==> src/rtl/fp_widen_pkg.sv <==
// Shared types for the fp16/fp32 -> fp64 widener: mode encoding, exponent re-bias constants,
// and the per-beat element count (4/2/1 when packed input is enabled by FP_WIDEN_PACKED_EN).
package fp_widen_pkg;

    typedef enum logic [1:0] {
        FPW_HALF   = 2'd0,
        FPW_SINGLE = 2'd1,
        FPW_DOUBLE = 2'd2,
        FPW_RSVD   = 2'd3
    } fpw_mode_e;

    // Normal: fp64 exp = e + (1023 - src_bias). Subnormal: exp = msb_index + (1023 - src_bias - man_bits + 1).
    localparam logic [10:0] HALF_NORM_BIAS   = 11'd1008;
    localparam logic [10:0] SINGLE_NORM_BIAS = 11'd896;
    localparam logic [10:0] HALF_SUB_BIAS    = 11'd999;
    localparam logic [10:0] SINGLE_SUB_BIAS  = 11'd874;

    function automatic logic [2:0] fpw_elems(input fpw_mode_e m, input logic packed_en);
        if (!packed_en) return 3'd1;
        case (m)
            FPW_HALF:   return 3'd4;
            FPW_SINGLE: return 3'd2;
            default:    return 3'd1;
        endcase
    endfunction

endpackage

==> src/rtl/fp_widen_lane.sv <==
// Combinational single-lane widener: fp16/fp32 element in the low bits of word_i -> fp64,
// fp64 passthrough, reserved mode -> 0.
module fp_widen_lane
    import fp_widen_pkg::*;
(
    input  fpw_mode_e   mode_i,
    input  logic [63:0] word_i,
    output logic [63:0] res_o
);

    logic        half, sign, exp_zero, exp_max;
    logic [22:0] mant;
    logic [4:0]  msb;
    logic [51:0] frac, sub_frac;
    logic [10:0] norm_exp, sub_exp;
    logic [63:0] widened;

    always_comb begin
        half     = (mode_i == FPW_HALF);
        sign     = half ? word_i[15] : word_i[31];
        exp_zero = half ? (word_i[14:10] == 5'd0) : (word_i[30:23] == 8'd0);
        exp_max  = half ? (&word_i[14:10]) : (&word_i[30:23]);
        mant     = half ? {13'd0, word_i[9:0]} : word_i[22:0];
        frac     = half ? {word_i[9:0], 42'd0} : {word_i[22:0], 29'd0};
        norm_exp = half ? (11'(word_i[14:10]) + HALF_NORM_BIAS)
                        : (11'(word_i[30:23]) + SINGLE_NORM_BIAS);
    end

    // Priority encoder: index of the leading one of a subnormal mantissa.
    always_comb begin
        msb = 5'd0;
        for (int b = 0; b < 23; b++)
            if (mant[b]) msb = 5'(b);
    end

    always_comb begin
        sub_exp  = 11'(msb) + (half ? HALF_SUB_BIAS : SINGLE_SUB_BIAS);
        sub_frac = {29'd0, mant & ~(23'd1 << msb)} << (6'd52 - {1'b0, msb});
        if (exp_max)
            widened = {sign, 11'h7FF, (mant == 23'd0) ? 52'd0 : (frac | 52'h8_0000_0000_0000)};
        else if (exp_zero)
            widened = (mant == 23'd0) ? {sign, 63'd0} : {sign, sub_exp, sub_frac};
        else
            widened = {sign, norm_exp, frac};

        case (mode_i)
            FPW_DOUBLE: res_o = word_i;
            FPW_RSVD:   res_o = 64'd0;
            default:    res_o = widened;
        endcase
    end

endmodule

==> src/rtl/fp_widen_stream.sv <==
// Streaming fp16/fp32/fp64 -> fp64 widener: hold register -> LANES converters -> output register.
// FP_WIDEN_PACKED_EN: each beat carries 4 (fp16) or 2 (fp32) elements per lane, emitted in order.
module fp_widen_stream
    import fp_widen_pkg::*;
#(
    parameter int LANES  = 1,
    parameter int MODE_W = 2
) (
    input  logic                clk,
    input  logic                rst,
    input  logic                s_valid,
    output logic                s_ready,
    input  logic [64*LANES-1:0] s_data,
    input  logic [MODE_W-1:0]   s_mode,
    input  logic                s_last,
    output logic                m_valid,
    input  logic                m_ready,
    output logic [64*LANES-1:0] m_data,
    output logic                m_last,
    output logic                m_err
);

`ifdef FP_WIDEN_PACKED_EN
    localparam logic PACKED = 1'b1;
`else
    localparam logic PACKED = 1'b0;
`endif
    localparam int DW = 64 * LANES;

    logic          hold_vld, out_adv, last_elem, accept, emit;
    logic [1:0]    elem_idx;
    logic [DW-1:0] hold_data_q, conv_data, out_data_q;
    fpw_mode_e     hold_mode_q;
    logic          hold_last_q, out_vld_q, out_last_q, out_err_q;

    assign out_adv   = !out_vld_q || m_ready;
    assign emit      = hold_vld && out_adv;
    assign last_elem = ({1'b0, elem_idx} == (fpw_elems(hold_mode_q, PACKED) - 3'd1));
    // A new beat may enter in the same cycle the held beat's final element leaves.
    assign s_ready   = !rst && (!hold_vld || (last_elem && out_adv));
    assign accept    = s_valid && s_ready;

`ifdef FP_WIDEN_PACKED_EN
    typedef enum logic {ST_IDLE, ST_EMIT} state_e;
    state_e     state_q, state_d;
    logic [1:0] idx_q, idx_d;

    always_ff @(posedge clk) begin
        if (rst) begin
            state_q <= ST_IDLE;
            idx_q   <= 2'd0;
        end else begin
            state_q <= state_d;
            idx_q   <= idx_d;
        end
    end

    always_comb begin
        state_d = state_q;
        idx_d   = idx_q;
        case (state_q)
            ST_IDLE: if (accept) begin
                state_d = ST_EMIT;
                idx_d   = 2'd0;
            end
            ST_EMIT: if (emit) begin
                if (!last_elem)  idx_d = idx_q + 2'd1;
                else if (accept) idx_d = 2'd0;
                else             state_d = ST_IDLE;
            end
            default: state_d = ST_IDLE;
        endcase
    end

    assign hold_vld = (state_q == ST_EMIT);
    assign elem_idx = idx_q;
`else
    logic hold_vld_q, hold_vld_d;

    always_comb begin
        hold_vld_d = hold_vld_q;
        if (accept)    hold_vld_d = 1'b1;
        else if (emit) hold_vld_d = 1'b0;
    end

    always_ff @(posedge clk) begin
        if (rst) hold_vld_q <= 1'b0;
        else     hold_vld_q <= hold_vld_d;
    end

    assign hold_vld = hold_vld_q;
    assign elem_idx = 2'd0;
`endif

    always_ff @(posedge clk) begin
        if (rst) begin
            hold_data_q <= '0;
            hold_mode_q <= FPW_HALF;
            hold_last_q <= 1'b0;
        end else if (accept) begin
            hold_data_q <= s_data;
            hold_mode_q <= fpw_mode_e'(s_mode[1:0]);
            hold_last_q <= s_last;
        end
    end

    for (genvar i = 0; i < LANES; i++) begin : g_lane
        logic [63:0] word;
        always_comb begin
            word = hold_data_q[64*i +: 64];
            if (hold_mode_q == FPW_HALF)        word = word >> {elem_idx, 4'd0};
            else if (hold_mode_q == FPW_SINGLE) word = word >> {elem_idx[0], 5'd0};
        end
        fp_widen_lane u_lane (
            .mode_i (hold_mode_q),
            .word_i (word),
            .res_o  (conv_data[64*i +: 64])
        );
    end

    always_ff @(posedge clk) begin
        if (rst) begin
            out_vld_q  <= 1'b0;
            out_data_q <= '0;
            out_last_q <= 1'b0;
            out_err_q  <= 1'b0;
        end else if (out_adv) begin
            out_vld_q <= hold_vld;
            if (hold_vld) begin
                out_data_q <= conv_data;
                out_last_q <= hold_last_q && last_elem;
                out_err_q  <= (hold_mode_q == FPW_RSVD);
            end
        end
    end

    assign m_valid = out_vld_q;
    assign m_data  = out_data_q;
    assign m_last  = out_last_q;
    assign m_err   = out_err_q;

endmodule
==> config.mk <==
export PLATFORM = sky130hd
export DESIGN_NAME = fp_widen_stream
export DESIGN_NICKNAME = d
export VERILOG_FILES = /design/src/rtl/fp_widen_pkg.sv /design/src/rtl/fp_widen_lane.sv /design/src/rtl/fp_widen_stream.sv
export SDC_FILE = /design/constraint.sdc
export NUM_CORES = 1
export LEC_CHECK = 0
export BUFFER_PORTS_ARGS = -buffer_cell sky130_fd_sc_hd__buf_2
export CAP_MARGIN = 20
export CORE_ASPECT_RATIO = 0.9
export CORE_MARGIN = 3
export CORE_UTILIZATION = 40
export CTS_CLUSTER_DIAMETER = 50
export DETAILED_ROUTE_END_ITERATION = 12
export SYNTH_ARGS = -nofsm -noshare
export SYNTH_HDL_FRONTEND = slang
export SYNTH_HIERARCHICAL = 1
export SYNTH_SLANG_ARGS = --single-unit
==> constraint.sdc <==
create_clock -name clk -period 5.6 [get_ports clk]
set_input_delay 1.68 -clock clk [delete_from_list [all_inputs] [get_ports clk]]
set_output_delay 1.68 -clock clk [all_outputs]
set_load 0.01 [all_outputs]
Yosys cells after proc, flatten, opt, wreduce, memory -nomap -nowiden

Cells that the tools add are included.

Bits in registers: 135
Input port bits: 71
Output and inout port bits: 68
Logic and storage cells: 70

Add/subtract/negate cells: 4
Equal/unequal tests: 2
Shifts and indexed selects: 2
Mux-type cells: 36
Bitwise gates (word level): 2
Reduce and logical (&&, ||, !) cells: 16

Operator list:

| cell                                                                | count |
|---|---|
| 63-bit 2-to-1 mux                                                   | 3 |
| 64-bit case mux with 2 select lines                                 | 1 |
| 52-bit 2-to-1 mux                                                   | 2 |
| 23-bit by 6-bit << shifter with 52-bit output                       | 1 |
| 5-bit 2-to-1 mux                                                    | 7 |
| 4-bit 2-to-1 mux                                                    | 8 |
| 23-bit bitwise AND                                                  | 1 |
| 23-bit logical NOT                                                  | 1 |
| 23-bit 2-to-1 mux                                                   | 1 |
| 23-bit inverter                                                     | 1 |
| 1-bit by 5-bit << shifter with 23-bit output (first input constant) | 1 |
| 3-bit 2-to-1 mux                                                    | 4 |
| 5-bit by 10-bit adder with 11-bit output (second input constant)    | 1 |
| 5-bit by 11-bit adder with 11-bit output                            | 1 |
| 8-bit by 10-bit adder with 11-bit output (second input constant)    | 1 |
| 11-bit 2-to-1 mux                                                   | 1 |
| 8-bit logical NOT                                                   | 1 |
| 8-bit 2-to-1 mux                                                    | 1 |
| 8-bit AND reduction                                                 | 1 |
| 1-bit 2-to-1 mux                                                    | 6 |
| 6-bit by 5-bit subtractor with 6-bit output (first input constant)  | 1 |
| 5-bit logical NOT                                                   | 1 |
| 5-bit AND reduction                                                 | 1 |
| 2-bit == test (second input constant)                               | 2 |
| other kinds (7)                                                     | 13 |

Longest topological paths before layout

Gate-level depths: netlist of run 1.

Depth after elaboration: 32
Mapped depth: 20
Gate-level depth less buffers: 18

Cells and area by module

The synthesis of run 1 kept the hierarchy.

Modules (own cells, without submodules):

| module          | instances | cells each | area each (um2) | sequential area each (um2) |
|---|---|---|---|---|
| fp_widen_stream | 1         | 527        | 5331.4          | 2702.6 |
| fp_widen_lane   | 1         | 615        | 4197.8          | 0.0 |

Worst setup path after synthesis of run 1

Ideal clock, no wire load.

Kind: input-to-output
From: input port rst
To: output port s_ready
Arrival: 2.518 ns
Data required time: 3.920 ns
Slack: 1.402 ns
Stages on the path: 5
Buffers on the path: 4
Cells stage by stage: buf_4 buf_2 buf_2 buf_2 a21oi_1

Cells in the longest elaborated chain, start to end: 2

Ends and longest elaborated chain:

| element           | line                  | text |
|---|---|---|
| from (decl)       | fp_widen_stream.sv:10 | `input logic rst,` |
| 1-bit logical NOT | fp_widen_stream.sv:40 | `assign s_ready = !rst && (!hold_vld \|\| (last_elem && out_adv));` |
| 1-bit logical AND | fp_widen_stream.sv:40 |  |
| to (decl)         | fp_widen_stream.sv:12 | `output logic s_ready,` |

No other way between the ends.

Final worst setup path of run 1

From: register hold_data_q[21]
To: register out_data_q[33], in the netlist m_data[33]

Cells in the longest elaborated chain, start to end: 11
Elaborated cells between the ends (all ways): 14
Those cells by class: add/sub: 1; shift: 2; mux: 8; bitwise: 2; reduce/logical: 1

Ends and longest elaborated chain:

| element                                                                                             | line                   | text |
|---|---|---|
| from (decl)                                                                                         | fp_widen_stream.sv:32  | `logic [DW-1:0] hold_data_q, conv_data, out_data_q;` |
| from (signal assigned)                                                                              | fp_widen_stream.sv:101 | `hold_data_q <= s_data;` |
| 23-bit 2-to-1 mux (*)                                                                               | fp_widen_lane.sv:23    | `mant = half ? {13'd0, word_i[9:0]} : word_i[22:0];` |
| parallel branches: the longest is 8 deep, another holds 6-bit by 5-bit subtractor with 6-bit output | -                      |  |
| 63-bit 2-to-1 mux (*)                                                                               | fp_widen_lane.sv:39    | `if (exp_max)` |
| 64-bit case mux with 2 select lines (*)                                                             | fp_widen_lane.sv:46    | `case (mode_i)` |
| via conv_data[33]                                                                                   | fp_widen_stream.sv:32  |  |
| to (signal assigned)                                                                                | fp_widen_stream.sv:130 | `out_data_q <= conv_data;` |
| to (decl)                                                                                           | fp_widen_stream.sv:32  |  |

Mark *: on every way through the listed nets, which the timed path passes.
A chain may end at the register's enable or synchronous reset.

==> results of run 1 <==
synth_stat cells (all sizes together) (16+ instances only):
cell type and number:
nand3 75, nand2 79, dfxtp 135, o21ai 111, nor2 49, mux4 17
a22o 16, mux2 75, buf 51, inv 20, mux2i 26, nor2b 66
a21oi 131, clkbuf 52
placed cells by master, fill, tap and decap left out, types with 11 or more instances in the layout:
cell type and n:
o21ai_1 13, a21oi_1 129, nor2b_1 65, o21ai_0 98
dfxtp_1 134, buf_2 137, inv_1 17, a22o_1 16
nand2_1 77, mux4_2 15, a22oi_1 12, mux2_2 44
buf_4 40, clkbuf_16 17, nand3_1 75, a211oi_1 11
and2_1 14, mux2i_1 26, o211ai_1 11, nor2_1 48
mux2_4 31, nor3_1 11
worst register-to-register path: cells and delay by family, from the launching register on:
kind	cells	cell delay [ns]
AO/OA/AOI/OAI	5	1.69
adder cells (fa/ha/maj)	2	0.48
multiplexers	3	1.12
AND/OR/NAND/NOR	3	0.84
flip-flops	1	0.48
buffers and inverters	2	0.30
final timing paths:
path / startpoint / endpoint / depth (start not counted)
worst max-delay path: hold_data_q[21] / m_data[33] / 15
worst max register to register: hold_data_q[21] / m_data[33] / 15
worst min register to register: hold_last_q / m_last / 2
worst min-delay path: hold_last_q / m_last / 2
flip-flops by register name, indices dropped and copies added, names as in the netlist:
name and flops:
m_err 1, hold_last_q 1, m_last 1, hold_vld 1
m_valid 1, hold_data_q 64, hold_mode_q 2, m_data 64
routing by layer:
layer / wire [µm] / up-vias
met4: 1206 / 0
met1: 16190 / 4633
met2: 16160 / 562
met5: 0 / -
met3: 4350 / 75
li1: - / 4422
kinds of logic after synthesis:
kind of cell | share of synthesized area (%)
XOR/XNOR | 0.4595
buffers and inverters | 6.434
adder cells (fa/ha/maj) | 1.313
flip-flops | 28.36
multiplexers | 16.91
AO/OA/AOI/OAI | 26.25
AND/OR/NAND/NOR | 20.27
power by group through the flow:
stage,Clock (mW),Sequential [mW],Combinational (mW)
CTS,1.12,1.08,1.58
detailed placement,0,1.10,1.57
finish,1.11,1.08,1.63
global route,1.16,1.08,1.73
global placement,0,1.10,1.60
floorplan,0,1.08,1.12
stage by stage:
stage / utilization [%] / power, mW / cell area, µm²
finish: 47.81 / 3.814 / 10980
global route: 47.81 / 3.976 / 10980
CTS: 47.81 / 3.776 / 10980
detailed placement: 45.35 / 2.669 / 10420
global placement: 45.23 / 2.695 / 10390
floorplan: - / 2.198 / 9529
cell type report:
type	instances	area (µm²)	share of cell area [%]
clock inverters	15	138.9	1.265
multi-input cells	883	6242	56.85
flip-flops and latches	135	2704	24.62
clock buffers	17	425.4	3.874
inverters	21	85.08	0.7748
well taps	297	371.6	3.384
repair buffers	178	1013	9.230
==> impl_metrics.ini, run 1 <==
[run_status]
status = complete, no violations

[sta]
fin_crit_sh_pct = 90.13
worstMarginPinSlew_ns = 1.041
slew_viol_final = 0
hold_viol_final = 0
setup_viol = 0
finClkSkew_ns = 0.01552
slew_headroom_pct = 30.57
max_freq_mhz = 198.1
tns_ns = 0
rsz0062_at_grt = no
whs_ns = 0.4689
fin_ws_ns = 0.5526
min_period_ns = 5.047

[yosys]
netlist_area_mm2 = 0.009529
yosysSeqAreaShare_pct = 28.36
synth-main-ff-cell = dfxtp_1
synth_cell_types = 91
synth_top_area_share_pct = 28.36
avgSynthCellArea_um2 = 8.344
synth_seq_cells = 135
synth_cells = 1142
synth_largest_area_cell = dfxtp_1
ys_warn_count = 6
synthTopCellsByArea = dfxtp_1, a21oi_1, mux2_2, o21ai_0, mux2_4
syn_nets = 1223
synth_async_sr_flop_share_pct = 0
synth-edff-count = 0

[setup_path]
crit_required_ns = 5.88
cp_top_family = compound AO/OA/AOI/OAI gates
rrSetupSlack_ns = 0.55
worstSetupPathType = flop to flop
start_kind = flop
arrival_ns = 5.33
cpPeakStageDelay_ns = 0.67
slowest_stage = o31ai_1
path_max_fanout = 19
worstPathCellList = or3_1 > o21ai_1 > a21boi_4 > inv_6 > ha_1 > ha_1 > inv_1 > o31ai_1 > mux2i_1 > mux4_2 > mux2i_1 > o2111ai_1 > and3_1 > nand3_1 > a21oi_1
end_kind = flop
crit_buf_inv = 2

[floorplan]
chipHeight_um = 152.4
placementRows = 52
initial_core_util_pct = 41.49
die_area_mm2 = 0.02571
die_w_um = 168.7
io_pins = 139
core_mm2 = 0.02297

[placed_design]
dp_worst_setup_slack_ns = 0.6830
placed_cells = 1514
gp_congestion = 1.066
dp_hpwl_um = 27610
io_buffers = 138

[grt]
track_usage_pct = 28.78
gr-max-usage-layer = met2
grt_pass1_wl_um = 57830
grt_start_max_net_pins = 71
use_met2_pct = 42.23
grt_pass1_vias = 9281
antenna_found_initial = 0
met3_usage_pct = 9.572
grt_use_met1_pct = 39.77
overflow = 0

[final_layout]
fin_nets = 1317
stdcell_count = 1546
drive_above_1_share_pct = 26.66
antenna_cells = 0
area_growth_pct = 15.23
fill_cells = 2289

[drt]
dr.pass1.iters = 8
initialDrtViolationCount = 1103
ant_nets = 0
viasPerCell = 6.269
drc = 0
drt-wirelength-per-cell_um = 24.52
wirelength_um = 37900
num_vias = 9692

[clocking]
root_buffer = clkbuf_16
cts_setup_buffers = 0
clockBufferDepth = 2
worstSkewPairLatency_ns = 0.43
cts_resized = 0
cts_sinks = 135
cts_made_buffers = 17
clk_pin_slew_ns = 0.07
cts_hold_buf = 0
htreeDepth = 4
cts_tree = built

[pwr]
p_per_area_mw_per_mm2 = 347.4
clkPwrFrac_pct = 29.0
pwr-share-comb_pct = 42.7
ir_worst_vdd_mv = 0.1770
sw_frac_of_total_pct = 42.08
netSwitchingPower_mw = 1.605
power_frac_seq_pct = 28.3
p_leak_nw = 4.475
internal_power_mw = 2.209

[run]
cap_violations = 0

[hold_path]
hp-class = flop to flop
(Power assumes the default switching activity.)
==> run 2, diff against run 1 <==
--- a/config.mk
+++ b/config.mk
@@ -8,7 +8,6 @@
 export BUFFER_PORTS_ARGS = -buffer_cell sky130_fd_sc_hd__buf_2
 export CAP_MARGIN = 20
 export CORE_ASPECT_RATIO = 0.9
-export CORE_MARGIN = 3
 export CORE_UTILIZATION = 40
 export CTS_CLUSTER_DIAMETER = 50
 export DETAILED_ROUTE_END_ITERATION = 12
==> run 2 against run 1 <==
Clock power up 5%; fmax up 1.1%; count of clock-buffer cells in the layout unchanged; setup slack better by 0.056 ns; final area up 0.11%; total power up 1.4%; combinational power about the same; critical endpoint is now m_data[49]; largest cell class unchanged.
==> impl_metrics.ini, run 2 (synthesized netlist as in run 1, its figures left out) <==
[sta]
slew_headroom_pct = 31.82
fin_ws_ns = 0.6083
setup_viol = 0
min_period_ns = 4.992
finClkSkew_ns = 0.01658
worstMarginPinSlew_ns = 1.023
fin_crit_sh_pct = 89.14
rsz0062_at_grt = no
whs_ns = 0.4711
slew_viol_final = 0
hold_viol_final = 0
tns_ns = 0
max_freq_mhz = 200.3

[clocking]
clk_pin_slew_ns = 0.07
cts_resized = 0
root_buffer = clkbuf_16
cts_sinks = 135
cts_made_buffers = 17
worstSkewPairLatency_ns = 0.43
clockBufferDepth = 2
cts_tree = built
cts_hold_buf = 0
cts_setup_buffers = 0
htreeDepth = 4

[grt]
grt_start_max_net_pins = 70
overflow = 0
antenna_found_initial = 0
grt_pass1_vias = 9099
grt_pass1_wl_um = 55150
track_usage_pct = 30.23

[hold_path]
hp-class = flop to flop

[final_layout]
postLayoutCoreUtil_pct = 47.09
final_cell_mix = buf_2, dfxtp_1, a21oi_1, o21ai_0, nand2_1
drive_above_1_share_pct = 26.60
regArea_mm2 = 0.002704
multi_input_area_mm2 = 0.006231
fill_cells = 2338
antenna_cells = 0
layout_commonest_cell = buf_2
area_growth_pct = 15.36
fin_nets = 1316
final_area_mm2 = 0.01099

[placed_design]
dpl_cell_area_mm2 = 0.01038
dp_hpwl_um = 27030
gp_congestion = 1.040
io_buffers = 138
dp_worst_setup_slack_ns = 0.7520

[pwr]
p_per_area_mw_per_mm2 = 351.9
p_leak_nw = 4.482
ir_worst_vdd_mv = 0.1688

[drt]
highest_layer = met4
num_vias = 9693
ant_nets = 0
wirelength_um = 36780
m1WireLength_um = 16070
viasPerCell = 6.254
drc = 0
drt-wirelength-per-cell_um = 23.73
initialDrtViolationCount = 1149
dr.pass1.iters = 8
dr_wl_met2_um = 15770
routed-wl-met3_um = 3811

[setup_path]
arrival_ns = 5.34
end_kind = flop
path_max_fanout = 19
start_kind = flop
crit_required_ns = 5.95
worstSetupPathType = flop to flop

[floorplan]
io_pins = 139
chipHeight_um = 148.4
placementRows = 53
die_w_um = 164.7
die_area_mm2 = 0.02444
core_mm2 = 0.02334
initial_core_util_pct = 40.82

[run_status]
status = complete, no violations

[run]
cap_violations = 0
## run 2: cell types whose count changed in the layout (fill, tap and decap cells not counted)
cell | before | now
bufinv_16 | 0 | 2
xnor2_4 | 1 | 0
inv_6 | 6 | 7
clkinv_2 | 3 | 2
buf_16 | 1 | 0
inv_8 | 4 | 3
clkinvlp_4 | 2 | 1
xnor2_2 | 0 | 1
## run 2: routing by layer
layer  vias up  track usage [%]
met1      4639            42.12
met2       561            43.70
met3        82            8.784
met5         -                0
met4         0            11.24
li1       4411                -
## run 2: final timing paths
kind | from | endpoint | slack (ns) | cells past startpoint
max | hold_data_q[13] | m_data[49] | 0.61 | 16
min | hold_last_q | m_last | 0.47 | 2
max reg2reg | hold_data_q[13] | m_data[49] | 0.61 | 16
min reg2reg | hold_last_q | m_last | 0.47 | 2
## run 2: cell type report
type | instances | share of cell area (%)
repair buffers | 177 | 8.969
inverters | 21 | 0.7740
well taps | 302 | 3.437
multi-input cells | 883 | 56.68
clock inverters | 15 | 1.673
flip-flops and latches | 135 | 24.60
clock buffers | 17 | 3.870
## run 2: critical path: stages (launching register included)
cell	delay [ns]
dfxtp_1	0.65
nand2b_1	0.13
a21oi_2	0.28
o21ai_1	0.23
a21boi_4	0.68
inv_6	0.17
ha_1	0.32
ha_1	0.23
nor3b_1	0.38
and2_1	0.22
a21oi_1	0.16
a211oi_1	0.65
a311o_1	0.27
a222oi_1	0.06
a21oi_1	0.20
nand3_1	0.10
a21oi_1	0.16
## run 2: report_power, final
group	switching [mW]	total, mW	leakage, nW	internal, mW
clock network	0.494	1.17	0.298	0.677
logic	1.02	1.62	3.08	0.596
registers	0.0607	1.08	1.11	1.02
## run 2: per-stage QoR
step	std cells	total power, mW
floorplan	1142	2.198
finish	1550	3.868
CTS	1550	3.836
global placement	1518	2.681
global route	1550	4.034
detailed placement	1518	2.660
==> run 3, diff against run 2 <==
--- a/config.mk
+++ b/config.mk
@@ -7,7 +7,7 @@
 export LEC_CHECK = 0
 export BUFFER_PORTS_ARGS = -buffer_cell sky130_fd_sc_hd__buf_2
 export CAP_MARGIN = 20
-export CORE_ASPECT_RATIO = 0.9
+export CORE_ASPECT_RATIO = 1.2
 export CORE_UTILIZATION = 40
 export CTS_CLUSTER_DIAMETER = 50
 export DETAILED_ROUTE_END_ITERATION = 12
==> run 3 against run 2 <==
Total power up 0.33%; via count up 1.2%; first-iteration DRC count up 19%; highest routed layer is now met5; worst hold slack worse by 0.0046 ns; count of clock-buffer cells in the layout up 2; critical path type unchanged; largest cell class unchanged; die area about the same; final cell count up 0.77%; fmax up 2.5%; sequential cell count unchanged; core utilization up 0.10 points; clock skew down 0.0034 ns.
==> impl_metrics.ini, run 3 (synthesized netlist as in run 1, its figures left out) <==
[clocking]
root_buffer = clkbuf_16
htreeDepth = 4
cts_made_buffers = 17
cts_resized = 0
cts_sinks = 135
cts_tree = built
cts_setup_buffers = 0
clockBufferDepth = 2
cts_hold_buf = 0
worstSkewPairLatency_ns = 0.43
clk_pin_slew_ns = 0.07

[setup_path]
worstSetupPathType = flop to flop
start_kind = flop
end_kind = flop
crit_required_ns = 5.88
arrival_ns = 5.15
path_max_fanout = 13

[pwr]
clkPwrFrac_pct = 29.5
p_per_area_mw_per_mm2 = 353.2
internal_power_mw = 2.257
sw_frac_of_total_pct = 41.84
ir_worst_vdd_mv = 0.2074
power_frac_seq_pct = 28.0
netSwitchingPower_mw = 1.624
p_leak_nw = 4.465
pwr-share-comb_pct = 42.6

[grt]
track_usage_pct = 32.42
overflow = 0
grt_pass1_vias = 9063
grt_start_max_net_pins = 71
antenna_found_initial = 2
grt_pass1_wl_um = 58260

[sta]
tns_ns = 0
rsz0062_at_grt = no
hold_viol_final = 0
slew_headroom_pct = 32.59
finClkSkew_ns = 0.01320
min_period_ns = 4.870
worstMarginPinSlew_ns = 1.010
setup_viol = 0
max_freq_mhz = 205.4
slew_viol_final = 0
fin_crit_sh_pct = 86.96

[floorplan]
io_pins = 139
die_w_um = 142.9
die_area_mm2 = 0.02445
chipHeight_um = 171.1
placementRows = 61
initial_core_util_pct = 40.94
core_mm2 = 0.02328

[placed_design]
gp_congestion = 1.084
dp_hpwl_um = 28800
io_buffers = 138

[final_layout]
drive_above_1_share_pct = 26.54
layout_commonest_cell = buf_2
postLayoutCoreUtil_pct = 47.20
multi_input_area_mm2 = 0.006247
final_cell_mix = buf_2, dfxtp_1, a21oi_1, o21ai_0, nand2_1
antenna_cells = 0
area_growth_pct = 15.30
regArea_mm2 = 0.002704
fin_nets = 1315
fill_cells = 2350

[hold_path]
hp-class = flop to flop

[run_status]
status = complete, no violations

[run]
cap_violations = 0

[drt]
dr.pass1.iters = 6
drc = 0
num_vias = 9808
viasPerCell = 6.279
wirelength_um = 39060
drt-wirelength-per-cell_um = 25.01
ant_nets = 0
initialDrtViolationCount = 1365
## run 3: metrics by stage
step | total power [mW] | std cells | area, µm² | setup slack, ns | hold slack (ns)
after floorplan | 2.198 | 1142 | 9529 | 1.402 | 0.4392
after global placement | 2.718 | 1530 | 10410 | 0.9321 | 0.4571
after detailed placement | 2.692 | 1530 | 10410 | 0.8969 | 0.4635
after CTS | 3.834 | 1562 | 10990 | 0.8634 | 0.4730
after global routing | 4.022 | 1562 | 10990 | 0.5234 | 0.4903
final | 3.881 | 1562 | 10990 | 0.7304 | 0.4665
## run 3: layer usage
metal | wire [µm] | GRT usage [%]
met1 | 15930 | 41.68
met3 | 3134 | 6.213
met5 | 17 | 0
met4 | 1819 | 14.59
met2 | 18160 | 52.28
## run 3: final timing paths
check / startpoint / endpoint / slack, ns / cells after the start
max: hold_data_q[14] / m_data[33] / 0.73 / 16
min: hold_last_q / m_last / 0.47 / 2
max reg2reg: hold_data_q[14] / m_data[33] / 0.73 / 16
min reg2reg: hold_last_q / m_last / 0.47 / 2
## run 3: critical path: stages, from the launching register on
cell and delay (ns):
dfxtp_1 0.63, nand2b_1 0.19, a21oi_2 0.10, o21ai_1 0.49, a21boi_4 0.21, inv_6 0.18, ha_1 0.26, ha_1 0.21
inv_1 0.06, o31ai_1 0.67, mux2i_1 0.22, mux4_2 0.56, mux2i_1 0.38, o2111ai_1 0.15, and3_1 0.23, nand3_1 0.10
a21oi_1 0.07
## run 3: power by group through the flow
| stage | logic (mW) | clock network (mW) | registers [mW] |
|---|---|---|---|
| floorplan | 1.12 | 0 | 1.08 |
| global placement | 1.62 | 0 | 1.10 |
| detailed placement | 1.59 | 0 | 1.10 |
| CTS | 1.59 | 1.16 | 1.08 |
| global route | 1.73 | 1.20 | 1.09 |
| finish | 1.65 | 1.14 | 1.09 |
## run 3: layout make-up
| type | count | area share, % |
|---|---|---|
| Timing Repair Buffer | 176 | 8.906 |
| Inverter | 21 | 0.7744 |
| Sequential cell | 135 | 24.61 |
| Clock buffer | 19 | 4.031 |
| Clock inverter | 13 | 1.230 |
| Tap cell | 315 | 3.587 |
| Multi-Input combinational cell | 883 | 56.86 |
